[src/rtl/id_ex_if.sv]
// id_ex_if: ID-stage inputs, EX-stage register outputs and stall controls of the ID/EX pipeline register.
interface id_ex_if;
    logic [11:0] id_ctrl;
    logic        id_valid;
    logic [31:0] id_pc4, id_rd1, id_rd2, id_imm;
    logic [4:0]  id_rs, id_rt, id_rd, id_shamt;
    logic [5:0]  id_funct;
    logic        flush, hold;
    logic [11:0] ex_ctrl;
    logic        ex_valid;
    logic [31:0] ex_pc4, ex_rd1, ex_rd2, ex_imm;
    logic [4:0]  ex_rs, ex_rt, ex_rd, ex_shamt;
    logic [5:0]  ex_funct;
    logic        pc_write, if_id_write;
    logic [15:0] stall_cnt;

    modport master (
        output id_ctrl, id_valid, id_pc4, id_rd1, id_rd2, id_imm, id_rs, id_rt, id_rd, id_shamt, id_funct, flush, hold,
        input  ex_ctrl, ex_valid, ex_pc4, ex_rd1, ex_rd2, ex_imm, ex_rs, ex_rt, ex_rd, ex_shamt, ex_funct,
               pc_write, if_id_write, stall_cnt
    );
    modport slave (
        input  id_ctrl, id_valid, id_pc4, id_rd1, id_rd2, id_imm, id_rs, id_rt, id_rd, id_shamt, id_funct, flush, hold,
        output ex_ctrl, ex_valid, ex_pc4, ex_rd1, ex_rd2, ex_imm, ex_rs, ex_rt, ex_rd, ex_shamt, ex_funct,
               pc_write, if_id_write, stall_cnt
    );
endinterface

[src/rtl/id_ex_pipe.sv]
// id_ex_pipe: ID/EX pipeline register with load-use hazard detection, bubble insertion and a saturating bubble counter.
module id_ex_pipe (
    input  logic   clk,
    input  logic   reset,
    id_ex_if.slave bus
);
    localparam int ALU_SRC = 9, MEM_READ = 6, MEM_WRITE = 5, BR_NE = 4, BR_EQ = 3;

    typedef struct packed {
        logic [11:0] ctrl;
        logic        valid;
        logic [31:0] pc4, rd1, rd2, imm;
        logic [4:0]  rs, rt, rd, shamt;
        logic [5:0]  funct;
    } ex_t;

    ex_t         ex_q, ex_d, id_s;
    logic [15:0] stall_cnt_q, stall_cnt_d;
    logic        rt_used, load_use;

    // rt is a source unless the instruction uses the immediate as its second operand
    always_comb begin
        rt_used  = !bus.id_ctrl[ALU_SRC] || bus.id_ctrl[MEM_WRITE] || bus.id_ctrl[BR_NE] || bus.id_ctrl[BR_EQ];
        load_use = ex_q.valid && ex_q.ctrl[MEM_READ] && ex_q.rt != 5'd0 && bus.id_valid &&
                   (ex_q.rt == bus.id_rs || (ex_q.rt == bus.id_rt && rt_used));
    end

    assign id_s = '{ctrl: bus.id_valid ? bus.id_ctrl : 12'd0, valid: bus.id_valid, pc4: bus.id_pc4,
                    rd1: bus.id_rd1, rd2: bus.id_rd2, imm: bus.id_imm, rs: bus.id_rs, rt: bus.id_rt,
                    rd: bus.id_rd, shamt: bus.id_shamt, funct: bus.id_funct};

    always_comb begin
        ex_d        = ex_q;
        stall_cnt_d = stall_cnt_q;
        if (bus.flush) ex_d = '0;
        else if (!bus.hold) begin
            ex_d = load_use ? '0 : id_s;
            if (load_use && stall_cnt_q != 16'hFFFF) stall_cnt_d = stall_cnt_q + 16'd1;
        end
    end

    always_ff @(posedge clk) begin
        if (!reset) begin
            ex_q        <= '0;
            stall_cnt_q <= '0;
        end else begin
            ex_q        <= ex_d;
            stall_cnt_q <= stall_cnt_d;
        end
    end

    assign bus.pc_write    = bus.flush || !(load_use || bus.hold);
    assign bus.if_id_write = bus.flush || !(load_use || bus.hold);
    assign bus.stall_cnt   = stall_cnt_q;
    assign bus.ex_ctrl     = ex_q.ctrl;
    assign bus.ex_valid    = ex_q.valid;
    assign bus.ex_pc4      = ex_q.pc4;
    assign bus.ex_rd1      = ex_q.rd1;
    assign bus.ex_rd2      = ex_q.rd2;
    assign bus.ex_imm      = ex_q.imm;
    assign bus.ex_rs       = ex_q.rs;
    assign bus.ex_rt       = ex_q.rt;
    assign bus.ex_rd       = ex_q.rd;
    assign bus.ex_shamt    = ex_q.shamt;
    assign bus.ex_funct    = ex_q.funct;
endmodule

[src/flat_wrapper.sv]
// flat-port wrapper written by rule: the top's interface ports become plain ports
module id_ex_pipe_flat 
  (clk, reset, bus_id_ctrl, bus_id_valid, bus_id_pc4, bus_id_rd1, bus_id_rd2, bus_id_imm, bus_id_rs, bus_id_rt, bus_id_rd, bus_id_shamt, bus_id_funct, bus_flush, bus_hold, bus_ex_ctrl, bus_ex_valid, bus_ex_pc4, bus_ex_rd1, bus_ex_rd2, bus_ex_imm, bus_ex_rs, bus_ex_rt, bus_ex_rd, bus_ex_shamt, bus_ex_funct, bus_pc_write, bus_if_id_write, bus_stall_cnt);
  id_ex_if bus_i ();
  input  logic clk;
  input  logic reset;
  input wire logic [$bits(bus_i.id_ctrl)-1:0] bus_id_ctrl;
  input wire logic [$bits(bus_i.id_valid)-1:0] bus_id_valid;
  input wire logic [$bits(bus_i.id_pc4)-1:0] bus_id_pc4;
  input wire logic [$bits(bus_i.id_rd1)-1:0] bus_id_rd1;
  input wire logic [$bits(bus_i.id_rd2)-1:0] bus_id_rd2;
  input wire logic [$bits(bus_i.id_imm)-1:0] bus_id_imm;
  input wire logic [$bits(bus_i.id_rs)-1:0] bus_id_rs;
  input wire logic [$bits(bus_i.id_rt)-1:0] bus_id_rt;
  input wire logic [$bits(bus_i.id_rd)-1:0] bus_id_rd;
  input wire logic [$bits(bus_i.id_shamt)-1:0] bus_id_shamt;
  input wire logic [$bits(bus_i.id_funct)-1:0] bus_id_funct;
  input wire logic [$bits(bus_i.flush)-1:0] bus_flush;
  input wire logic [$bits(bus_i.hold)-1:0] bus_hold;
  output wire logic [$bits(bus_i.ex_ctrl)-1:0] bus_ex_ctrl;
  output wire logic [$bits(bus_i.ex_valid)-1:0] bus_ex_valid;
  output wire logic [$bits(bus_i.ex_pc4)-1:0] bus_ex_pc4;
  output wire logic [$bits(bus_i.ex_rd1)-1:0] bus_ex_rd1;
  output wire logic [$bits(bus_i.ex_rd2)-1:0] bus_ex_rd2;
  output wire logic [$bits(bus_i.ex_imm)-1:0] bus_ex_imm;
  output wire logic [$bits(bus_i.ex_rs)-1:0] bus_ex_rs;
  output wire logic [$bits(bus_i.ex_rt)-1:0] bus_ex_rt;
  output wire logic [$bits(bus_i.ex_rd)-1:0] bus_ex_rd;
  output wire logic [$bits(bus_i.ex_shamt)-1:0] bus_ex_shamt;
  output wire logic [$bits(bus_i.ex_funct)-1:0] bus_ex_funct;
  output wire logic [$bits(bus_i.pc_write)-1:0] bus_pc_write;
  output wire logic [$bits(bus_i.if_id_write)-1:0] bus_if_id_write;
  output wire logic [$bits(bus_i.stall_cnt)-1:0] bus_stall_cnt;
  assign bus_i.id_ctrl = bus_id_ctrl;
  assign bus_i.id_valid = bus_id_valid;
  assign bus_i.id_pc4 = bus_id_pc4;
  assign bus_i.id_rd1 = bus_id_rd1;
  assign bus_i.id_rd2 = bus_id_rd2;
  assign bus_i.id_imm = bus_id_imm;
  assign bus_i.id_rs = bus_id_rs;
  assign bus_i.id_rt = bus_id_rt;
  assign bus_i.id_rd = bus_id_rd;
  assign bus_i.id_shamt = bus_id_shamt;
  assign bus_i.id_funct = bus_id_funct;
  assign bus_i.flush = bus_flush;
  assign bus_i.hold = bus_hold;
  assign bus_ex_ctrl = bus_i.ex_ctrl;
  assign bus_ex_valid = bus_i.ex_valid;
  assign bus_ex_pc4 = bus_i.ex_pc4;
  assign bus_ex_rd1 = bus_i.ex_rd1;
  assign bus_ex_rd2 = bus_i.ex_rd2;
  assign bus_ex_imm = bus_i.ex_imm;
  assign bus_ex_rs = bus_i.ex_rs;
  assign bus_ex_rt = bus_i.ex_rt;
  assign bus_ex_rd = bus_i.ex_rd;
  assign bus_ex_shamt = bus_i.ex_shamt;
  assign bus_ex_funct = bus_i.ex_funct;
  assign bus_pc_write = bus_i.pc_write;
  assign bus_if_id_write = bus_i.if_id_write;
  assign bus_stall_cnt = bus_i.stall_cnt;
  id_ex_pipe u_core (.clk(clk), .reset(reset), .bus(bus_i));
endmodule
[config.mk]
export PLATFORM = sky130hd
export DESIGN_NAME = id_ex_pipe_flat
export DESIGN_NICKNAME = d
export VERILOG_FILES = /design/src/rtl/id_ex_if.sv /design/src/rtl/id_ex_pipe.sv /design/src/flat_wrapper.sv
export SDC_FILE = /design/constraint.sdc
export NUM_CORES = 1
export LEC_CHECK = 0
export CAP_MARGIN = 20
export CORE_MARGIN = 4
export CORE_UTILIZATION = 35
export CTS_BUF_LIST = sky130_fd_sc_hd__clkbuf_4
export DETAILED_ROUTE_END_ITERATION = 12
export PLACE_DENSITY = 0.85
export SYNTH_ARGS = -nofsm -noshare
export SYNTH_HDL_FRONTEND = slang
export SYNTH_SLANG_ARGS = --single-unit
[constraint.sdc]
create_clock -name clk -period 3.2 [get_ports clk]
set_input_delay 0.96 -clock clk [delete_from_list [all_inputs] [get_ports clk]]
set_output_delay 0.96 -clock clk [all_outputs]
set_load 0.005 [all_outputs]
# After elaboration in Yosys (flattened, before gate mapping)
# Cells that the tools add are included.
dict set report word_totals {
  word_cells 38
  input_bits 171
  reg_bits 183
}
dict set report op_classes {
  bitwise_logic 3
  muxes 2
  n_eq_ne 3
  n_reduce_logical 17
  add_sub_neg 1
}
# cell count
set op_table {}
lappend op_table {{167-bit two-way mux} 1}
lappend op_table {{16-bit by 1-bit adder with 16-bit output, second input constant} 1}
lappend op_table {{16-bit inequality test, second input constant} 1}
lappend op_table {{12-bit two-way mux} 1}
lappend op_table {{5-bit equality test} 2}
lappend op_table {{1-bit logical AND} 6}
lappend op_table {{1-bit logical OR} 6}
lappend op_table {{5-bit nonzero test} 1}
lappend op_table {{1-bit inverter} 3}
lappend op_table {{3-bit AND reduction} 1}
lappend op_table {{1-bit logical NOT} 2}
lappend op_table {{2-bit OR reduction} 1}

# Longest topological paths before layout
# Gate-level depths: netlist (run 1).
dict set report logic_depth {
  depth_word 10
  depth_mapped 8
}

# Least setup slack after synthesis (run 1)
# OpenSTA, ideal clock, no wires.
dict set report synth_path {
  kind {input -> output}
  start {in bus_id_rt[1]}
  end {out bus_pc_write}
  path_slack_ns 0.027
  path_stages 7
  t_arrival_ns 2.213
  path_cell_list {xnor2_1 -> nand4_1 -> o22ai_1 -> clkbuf_1 -> a21oi_1 -> or2_2 -> buf_4}
}
dict set report synth_via {
  elab_chain_len 7
}
# item line
set synth_rtl {}
lappend synth_rtl {{start: declaration} flat_wrapper.sv:14} ;# input wire logic [$bits(bus_i.id_rt)-1:0] bus_id_rt;
lappend synth_rtl {{5-bit equality test} id_ex_pipe.sv:25} ;# (ex_q.rt == bus.id_rs || (ex_q.rt == bus.id_rt && rt_used));
lappend synth_rtl {{1-bit logical AND} id_ex_pipe.sv:25}
lappend synth_rtl {{1-bit logical OR} id_ex_pipe.sv:25}
lappend synth_rtl {{1-bit logical AND} id_ex_pipe.sv:24} ;# load_use = ex_q.valid && ex_q.ctrl[MEM_READ] && ex_q.rt != 5'd0 && bus.id_valid &&
lappend synth_rtl {{1-bit logical OR} -}
lappend synth_rtl {{1-bit logical NOT} -}
lappend synth_rtl {{1-bit logical OR} -}
lappend synth_rtl {{end: declaration} flat_wrapper.sv:31} ;# output wire logic [$bits(bus_i.pc_write)-1:0] bus_pc_write;
# Every way passes these cells.

# Worst setup path after layout (run 1)
dict set report layout_path {
  start {in bus_id_rt[0]}
  end {out bus_pc_write}
}
dict set report layout_via {
  elab_chain_len 7
}
# item line
set layout_rtl {}
lappend layout_rtl {{5-bit equality test} id_ex_pipe.sv:25}
lappend layout_rtl {{1-bit logical AND} id_ex_pipe.sv:25}
lappend layout_rtl {{1-bit logical OR} id_ex_pipe.sv:25}
lappend layout_rtl {{1-bit logical AND} id_ex_pipe.sv:24}
lappend layout_rtl {{1-bit logical OR} id_ex_pipe.sv:52} ;# assign bus.pc_write = bus.flush || !(load_use || bus.hold);
lappend layout_rtl {{1-bit logical NOT} id_ex_pipe.sv:52}
lappend layout_rtl {{1-bit logical OR} id_ex_pipe.sv:52}
# Every way passes these cells.

==> impl_metrics.py, run 1 <==
metrics = {
    "pwr": {
        "p_seq_share_pct": 58.7,
        "p_per_area_nw_per_um2": 401.3,
        "clockPowerShare_pct": 28.2,
        "power.internal_uw": 3042,
        "p_sw_uw": 1029,
        "vdd_ir_drop_max_v": 0.0002219,
        "swShare_pct": 25.27,
        "combPwrFrac_pct": 13.2,
        "total_power_uw": 4071,
        "leakage_uw": 0.003865,
    },
    "clock_network": {
        "cts_num_sinks": 183,
        "tritoncts": "done",
        "ctsRootBufferMaster": "clkbuf_4",
        "clkLatencyLatePin_ps": 550,
        "htreeDepth": 4,
        "cts_hold_buf": 0,
        "clockBufferDepth": 2,
        "cts_buffers": 17,
        "clk_pin_slew_ps": 130,
    },
    "die": {
        "dieArea_um2": 19190,
        "core-area_um2": 16640,
        "start_util_pct": 35.82,
        "num_io_pins": 356,
        "fp.dieH_um": 138.5,
        "die_x_um": 138.5,
        "rows": 47,
    },
    "critical_path": {
        "cp_max_fo": 2,
        "max_stage_delay_ps": 250,
        "crit_buf_inv": 2,
        "start_kind": "input port",
        "cp_cell_sequence": "dlygate4sd2_1 > xnor2_1 > o41ai_2 > o22ai_2 > a21oi_1 > or2_4 > buf_2",
        "cp-end-kind": "primary output",
        "critical-path-top-delay-family": "compound AO/OA/AOI/OAI gates",
        "crit_required_ps": 2240,
        "cp_slowest_cell": "dlygate4sd2_1",
        "cp.arrival_ps": 2180,
        "worstSetupPathType": "input port to primary output",
    },
    "grt": {
        "antenna_found_initial": 1,
        "grt.overflow.total": 0,
        "grt_pass1_vias": 5562,
        "grt_pass1_wl_um": 31240,
        "grt_start_max_net_pins": 92,
        "grt_usage_pct": 20.21,
    },
    "yosys": {
        "syn_area_um2": 5962,
        "synth-seq-cells": 183,
        "synth_xor_area_share_pct": 2.791,
        "synth.most_common_cell": "dfxtp_1",
        "seq_area_frac_synth_pct": 61.45,
        "async_flop_share_pct": 0,
        "syn-instance-count": 486,
        "yosysUniqueCellTypes": 36,
        "synthAdderAreaFrac_pct": 0.2099,
        "synthMuxAreaShare_pct": 0.1679,
        "synth_top_family_by_area": "compound AO/OA/AOI/OAI gates",
        "synth_common_cells": "183 x dfxtp_1, 166 x a22o_1, 20 x clkbuf_1",
        "yosysWarnings": 0,
        "syn_area_per_cell_um2": 12.27,
        "synth_nets": 658,
        "synth-edff-count": 0,
        "synth-compound-area-share_pct": 26.57,
        "synthDominantCellAreaShare_pct": 61.45,
        "synth-simple-area-share_pct": 4.764,
        "dominantRegCellSynth": "dfxtp_1",
        "yosysTopAreaCell": "dfxtp_1",
        "ys_top_cells_by_area": "dfxtp_1 61%, a22o_1 24%, xnor2_1 1.6%",
    },
    "placement": {
        "placedCellCount": 1051,
        "gp_congestion": 0.8431,
        "dp_hpwl_um": 15350,
        "io_buffers": 355,
        "dpl-instance-area_um2": 9877,
    },
    "final_layout": {
        "stdcell_area_um2": 10140,
        "nets": 1023,
        "seq_area_um2": 3664,
        "fin_util_pct": 60.95,
        "post_layout_nonfiller_instances": 1084,
        "multiInputGateArea_um2": 2093,
        "final_layout_size_suffix_gt1_share_pct": 8.459,
        "fillCellCount": 1375,
        "syn2layout_area_growth_pct": 70.14,
    },
    "route": {
        "drt-wirelength-per-cell_um": 18.60,
        "drt_wl_total_um": 20160,
        "drc": 0,
        "ant_nets": 0,
        "dr.pass1.iters": 5,
        "vias_per_cell": 5.016,
        "vias": 5437,
        "drtIter0Drc": 241,
    },
    "status": {
        "status": "finished clean",
    },
    "sta": {
        "hold_viol_final": 0,
        "drv_slew": 0,
        "worst_pin_slew_ps": 424.0,
        "max_freq_mhz": 318.5,
        "setup_viol": 0,
        "period_share_pct": 98.11,
        "fin_crit_ps": 3139,
        "grt_setup_unrepaired": "no",
        "fin_skew_ps": 19.53,
        "max_slew_margin_pct": 71.61,
        "fin_tns_setup_ps": 0,
    },
    "hold_path": {
        "min_path_type": "flip-flop to flip-flop",
    },
    "run": {
        "max-cap-violations": 0,
    },
}
==> logic make-up after synthesis <==
logic type,after synthesis
xor+xnor,19
fa+ha+maj,1
flops,183
compound gates,185
mux,1
simple gates,52
buf+inv,45
==> registers in the layout, indices dropped and copies added (netlist names) <==
| name | flops |
|---|---|
| u_core.bus.ex_rt | 5 |
| u_core.bus.ex_rs | 5 |
| u_core.bus.ex_valid | 1 |
| u_core.bus.stall_cnt | 16 |
| u_core.bus.ex_pc4 | 32 |
| u_core.bus.ex_rd | 5 |
| u_core.bus.ex_funct | 6 |
| u_core.bus.ex_rd1 | 32 |
| u_core.bus.ex_shamt | 5 |
| u_core.bus.ex_ctrl | 12 |
| u_core.bus.ex_imm | 32 |
| u_core.bus.ex_rd2 | 32 |
==> worst reg2reg max path, cell delays in order (launching register included) <==
cell	delay [ps]
dfxtp_1	410
or4_1	560
o21ai_2	170
inv_2	50
buf_4	140
a211oi_4	320
buf_4	270
buf_12	200
a22o_1	170
==> repair_timing <==
action,CTS,global route
gates resized for setup,26,3
setup endpoints to repair,2,2
cloned,0,0
setup buffers,1,0
pin swaps,7,3
==> stage by stage <==
| step | hold WS (ps) | setup slack (ps) |
|---|---|---|
| final | 489.0 | 60.52 |
| after global placement | 454.7 | -560.6 |
| after global routing | 502.0 | 12.46 |
| after detailed placement | 453.0 | -589.5 |
| after floorplan | 465.0 | 26.83 |
| after CTS | 492.7 | 4.606 |
==> layout by cell type, fill, tap and decap left out, types with 2 or more instances in the layout <==
cell | Yosys | final
nand2_1 | 4 | 4
nor2_1 | 13 | 13
buf_2 | 10 | 2
clkinv_4 | 0 | 2
and2_1 | 4 | 4
inv_8 | 0 | 2
clkinvlp_4 | 0 | 4
buf_12 | 0 | 6
clkinv_1 | 1 | 2
and3_1 | 4 | 4
inv_1 | 4 | 4
clkdlybuf4s50_1 | 0 | 339
inv_6 | 0 | 3
clkbuf_4 | 0 | 17
nand4_1 | 9 | 9
xor2_1 | 8 | 8
nand3_1 | 7 | 7
buf_4 | 2 | 24
dlygate4sd2_1 | 0 | 10
dfxtp_1 | 183 | 183
dlymetal6s2s_1 | 0 | 2
a21oi_1 | 6 | 6
or3_1 | 5 | 5
a22o_1 | 166 | 166
xnor2_1 | 11 | 10
o21ai_0 | 5 | 5
==> cell type report <==
| cell class | count | share of cell area (%) |
|---|---|---|
| timing repair buffer | 385 | 37.83 |
| sequential | 183 | 36.12 |
| multi-input combinational | 258 | 20.64 |
| tap | 220 | 2.714 |
| clock buffer | 17 | 1.258 |
| clock inverter | 14 | 1.196 |
| inverter | 6 | 0.2220 |
| antenna | 1 | 0.02467 |
==> path summary, 6_finish.rpt <==
check | cells after the start | slack (ps) | endpoint | start
max | 7 | 60 | bus_pc_write | bus_id_rt[0]
min | 1 | 490 | u_core.bus.ex_rd1[19] | u_core.bus.ex_rd1[19]
max reg2reg | 8 | 860 | u_core.bus.ex_rd1[14] | u_core.bus.ex_rt[1]
min reg2reg | 1 | 490 | u_core.bus.ex_rd1[19] | u_core.bus.ex_rd1[19]
==> power by group through the flow <==
stage,Sequential (uW),Clock [uW],Combinational (uW)
6_report,2390,1150,536
5_1_grt,2400,1280,565
4_1_cts,2390,1200,539
3_3_place_gp,2430,0,530
2_1_floorplan,2440,0,131
3_5_place_dp,2440,0,539
==> layer usage <==
metal	routed length, um	global-route usage (%)	vias to the layer above	share of wire [%]
met5	0	0	-	0
met4	331	5.616	0	1.6
met2	10330	35.79	233	51
li1	-	-	2584	-
met3	1531	6.354	23	7.6
met1	7971	23.58	2597	40
Power figures use the tool's default switching activity.
==> run 2, diff against run 1 <==
--- a/config.mk
+++ b/config.mk
@@ -7,10 +7,9 @@
 export LEC_CHECK = 0
 export CAP_MARGIN = 20
 export CORE_MARGIN = 4
-export CORE_UTILIZATION = 35
-export CTS_BUF_LIST = sky130_fd_sc_hd__clkbuf_4
+export CORE_UTILIZATION = 34
 export DETAILED_ROUTE_END_ITERATION = 12
-export PLACE_DENSITY = 0.85
+export PLACE_DENSITY = 0.83
 export SYNTH_ARGS = -nofsm -noshare
 export SYNTH_HDL_FRONTEND = slang
 export SYNTH_SLANG_ARGS = --single-unit
==> run 2 against run 1 <==
Against the previous run: sequential share of layout area decreased by 1.1 points; global-route usage decreased by 0.39 points; clock skew decreased by 4.9 ps; clock power increased by 90%; critical endpoint is now bus_if_id_write; largest power group unchanged.
==> impl_metrics.py, run 2 (synthesized netlist as in run 1, its figures left out) <==
metrics = {
    "route": {
        "drt_wl_total_um": 20430,
        "vias_per_cell": 5.009,
        "dr.pass1.iters": 4,
        "vias": 5425,
        "drt-wirelength-per-cell_um": 18.86,
        "ant_nets": 0,
        "drtIter0Drc": 226,
        "drc": 0,
    },
    "die": {
        "dieArea_um2": 19720,
        "core-area_um2": 17240,
        "die_x_um": 140.4,
        "num_io_pins": 356,
        "fp.dieH_um": 140.4,
        "rows": 48,
        "start_util_pct": 34.59,
    },
    "critical_path": {
        "worstSetupPathType": "input port to primary output",
        "crit_required_ps": 2240,
        "crit_path_end": "bus_if_id_write",
        "startpoint": "bus_id_valid",
        "r2r_cells": 9,
        "start_kind": "input port",
        "cp.arrival_ps": 2160,
        "reg2reg_to": "u_core.bus.ex_pc4[1]",
        "cp-end-kind": "primary output",
        "reg2reg_from": "u_core.bus.ex_rt[1]",
        "rrSetupSlack_ps": 820,
        "cp_max_fo": 2,
    },
    "grt": {
        "grt_pass1_wl_um": 31150,
        "grt_pass1_vias": 5633,
        "antenna_found_initial": 0,
        "grt_usage_pct": 19.82,
        "grt_start_max_net_pins": 101,
        "grt.overflow.total": 0,
    },
    "sta": {
        "setup_viol": 0,
        "period_share_pct": 97.41,
        "worst_pin_slew_ps": 489.0,
        "grt_setup_unrepaired": "no",
        "fin_skew_ps": 14.66,
        "max_freq_mhz": 320.8,
        "max_slew_margin_pct": 67.40,
        "hold_viol_final": 0,
        "fin_crit_ps": 3117,
        "fin_hold_ws_ps": 471.2,
        "drv_slew": 0,
    },
    "final_layout": {
        "antenna_cells": 0,
        "stdcell_area_um2": 10470,
        "syn2layout_area_growth_pct": 75.53,
        "final_layout_size_suffix_gt1_share_pct": 8.159,
        "layout_common_cells": "339 x clkdlybuf4s50_1, 183 x dfxtp_1, 166 x a22o_1, 18 x buf_4, 17 x clkbuf_16",
        "final_common_cell": "clkdlybuf4s50_1",
        "nets": 1017,
    },
    "clock_network": {
        "cts_num_sinks": 183,
        "clkLatencyLatePin_ps": 420,
        "clockBufferDepth": 2,
        "cts_buffers": 17,
        "htreeDepth": 4,
        "ctsRootBufferMaster": "clkbuf_16",
        "tritoncts": "done",
        "clk_pin_slew_ps": 70,
    },
    "run": {
        "max-cap-violations": 0,
    },
    "placement": {
        "dpl-instance-area_um2": 9831,
        "gp_congestion": 0.8352,
        "io_buffers": 355,
        "dp_hpwl_um": 15000,
    },
    "hold_path": {
        "min_path_type": "flip-flop to flip-flop",
        "hold_path.startpoint": "u_core.bus.ex_rd2[10]",
    },
    "status": {
        "status": "finished clean",
    },
    "pwr": {
        "vdd_ir_drop_max_v": 0.0003177,
        "leakage_uw": 0.004002,
        "p_per_area_nw_per_um2": 487.3,
    },
}
run 2: power breakdown:
part / internal (uW) / switching, uW / total, uW
registers: 2340 / 42.0 / 2390
logic: 367 / 165 / 532
clock network: 1260 / 917 / 2180
run 2: what timing repair did:
action,in CTS,in global routing
hold endpoints to repair,0,0
pin swaps,7,4
resized for setup,28,5
setup endpoints to repair,2,2
buffers inserted,1,1
hold buffers,0,0
run 2: area by class of cell:
cell class | count | area, um2
Fill cell | 1406 | 6771
Clock buffer | 20 | 446.7
Timing Repair Buffer | 379 | 3785
Inverter | 6 | 22.52
Sequential cell | 183 | 3664
Multi-Input combinational cell | 258 | 2106
Tap cell | 225 | 281.5
Clock inverter | 12 | 160.2
run 2: layer usage:
layer  track usage (%)  vias up  share of wire, %
li1                  -     2565                 -
met1             24.23     2615                41
met2             32.79      208                49
met3             5.975       37               6.8
met4             7.751        0               2.7
met5                 0        -                 0
run 2: through the flow:
stage               setup slack, ps  total power (uW)  cells  setup TNS, ps  utilization (%)
floorplan                     26.83              2568    486              0                -
global placement             -590.1              2961   1049          -1179            57.03
detailed placement           -618.4              2971   1049          -1603            57.03
CTS                           20.98              5154   1082              0            60.63
global route                  35.19              5273   1083              0            60.71
finish                        82.81              5100   1083              0            60.71
run 2: how the worst min path moves through the flow:
stage | endpoint | depth (start not counted) | slack [ps]
2_1_floorplan | u_core.bus.ex_valid | 1 | 470
3_3_place_gp | u_core.bus.ex_imm[3] | 1 | 450
3_5_place_dp | u_core.bus.ex_imm[12] | 1 | 450
4_1_cts | u_core.bus.ex_rd2[12] | 1 | 480
5_1_grt | u_core.bus.ex_imm[11] | 1 | 490
6_report | u_core.bus.ex_rd2[10] | 1 | 470
run 2: worst max-delay path, cell delays in order:
cell             delay (ps)
clkdlybuf4s50_1         470
and3_4                  180
o21ai_2                  60
inv_2                    70
a21oi_1                  50
or2_4                   230
buf_2                   130
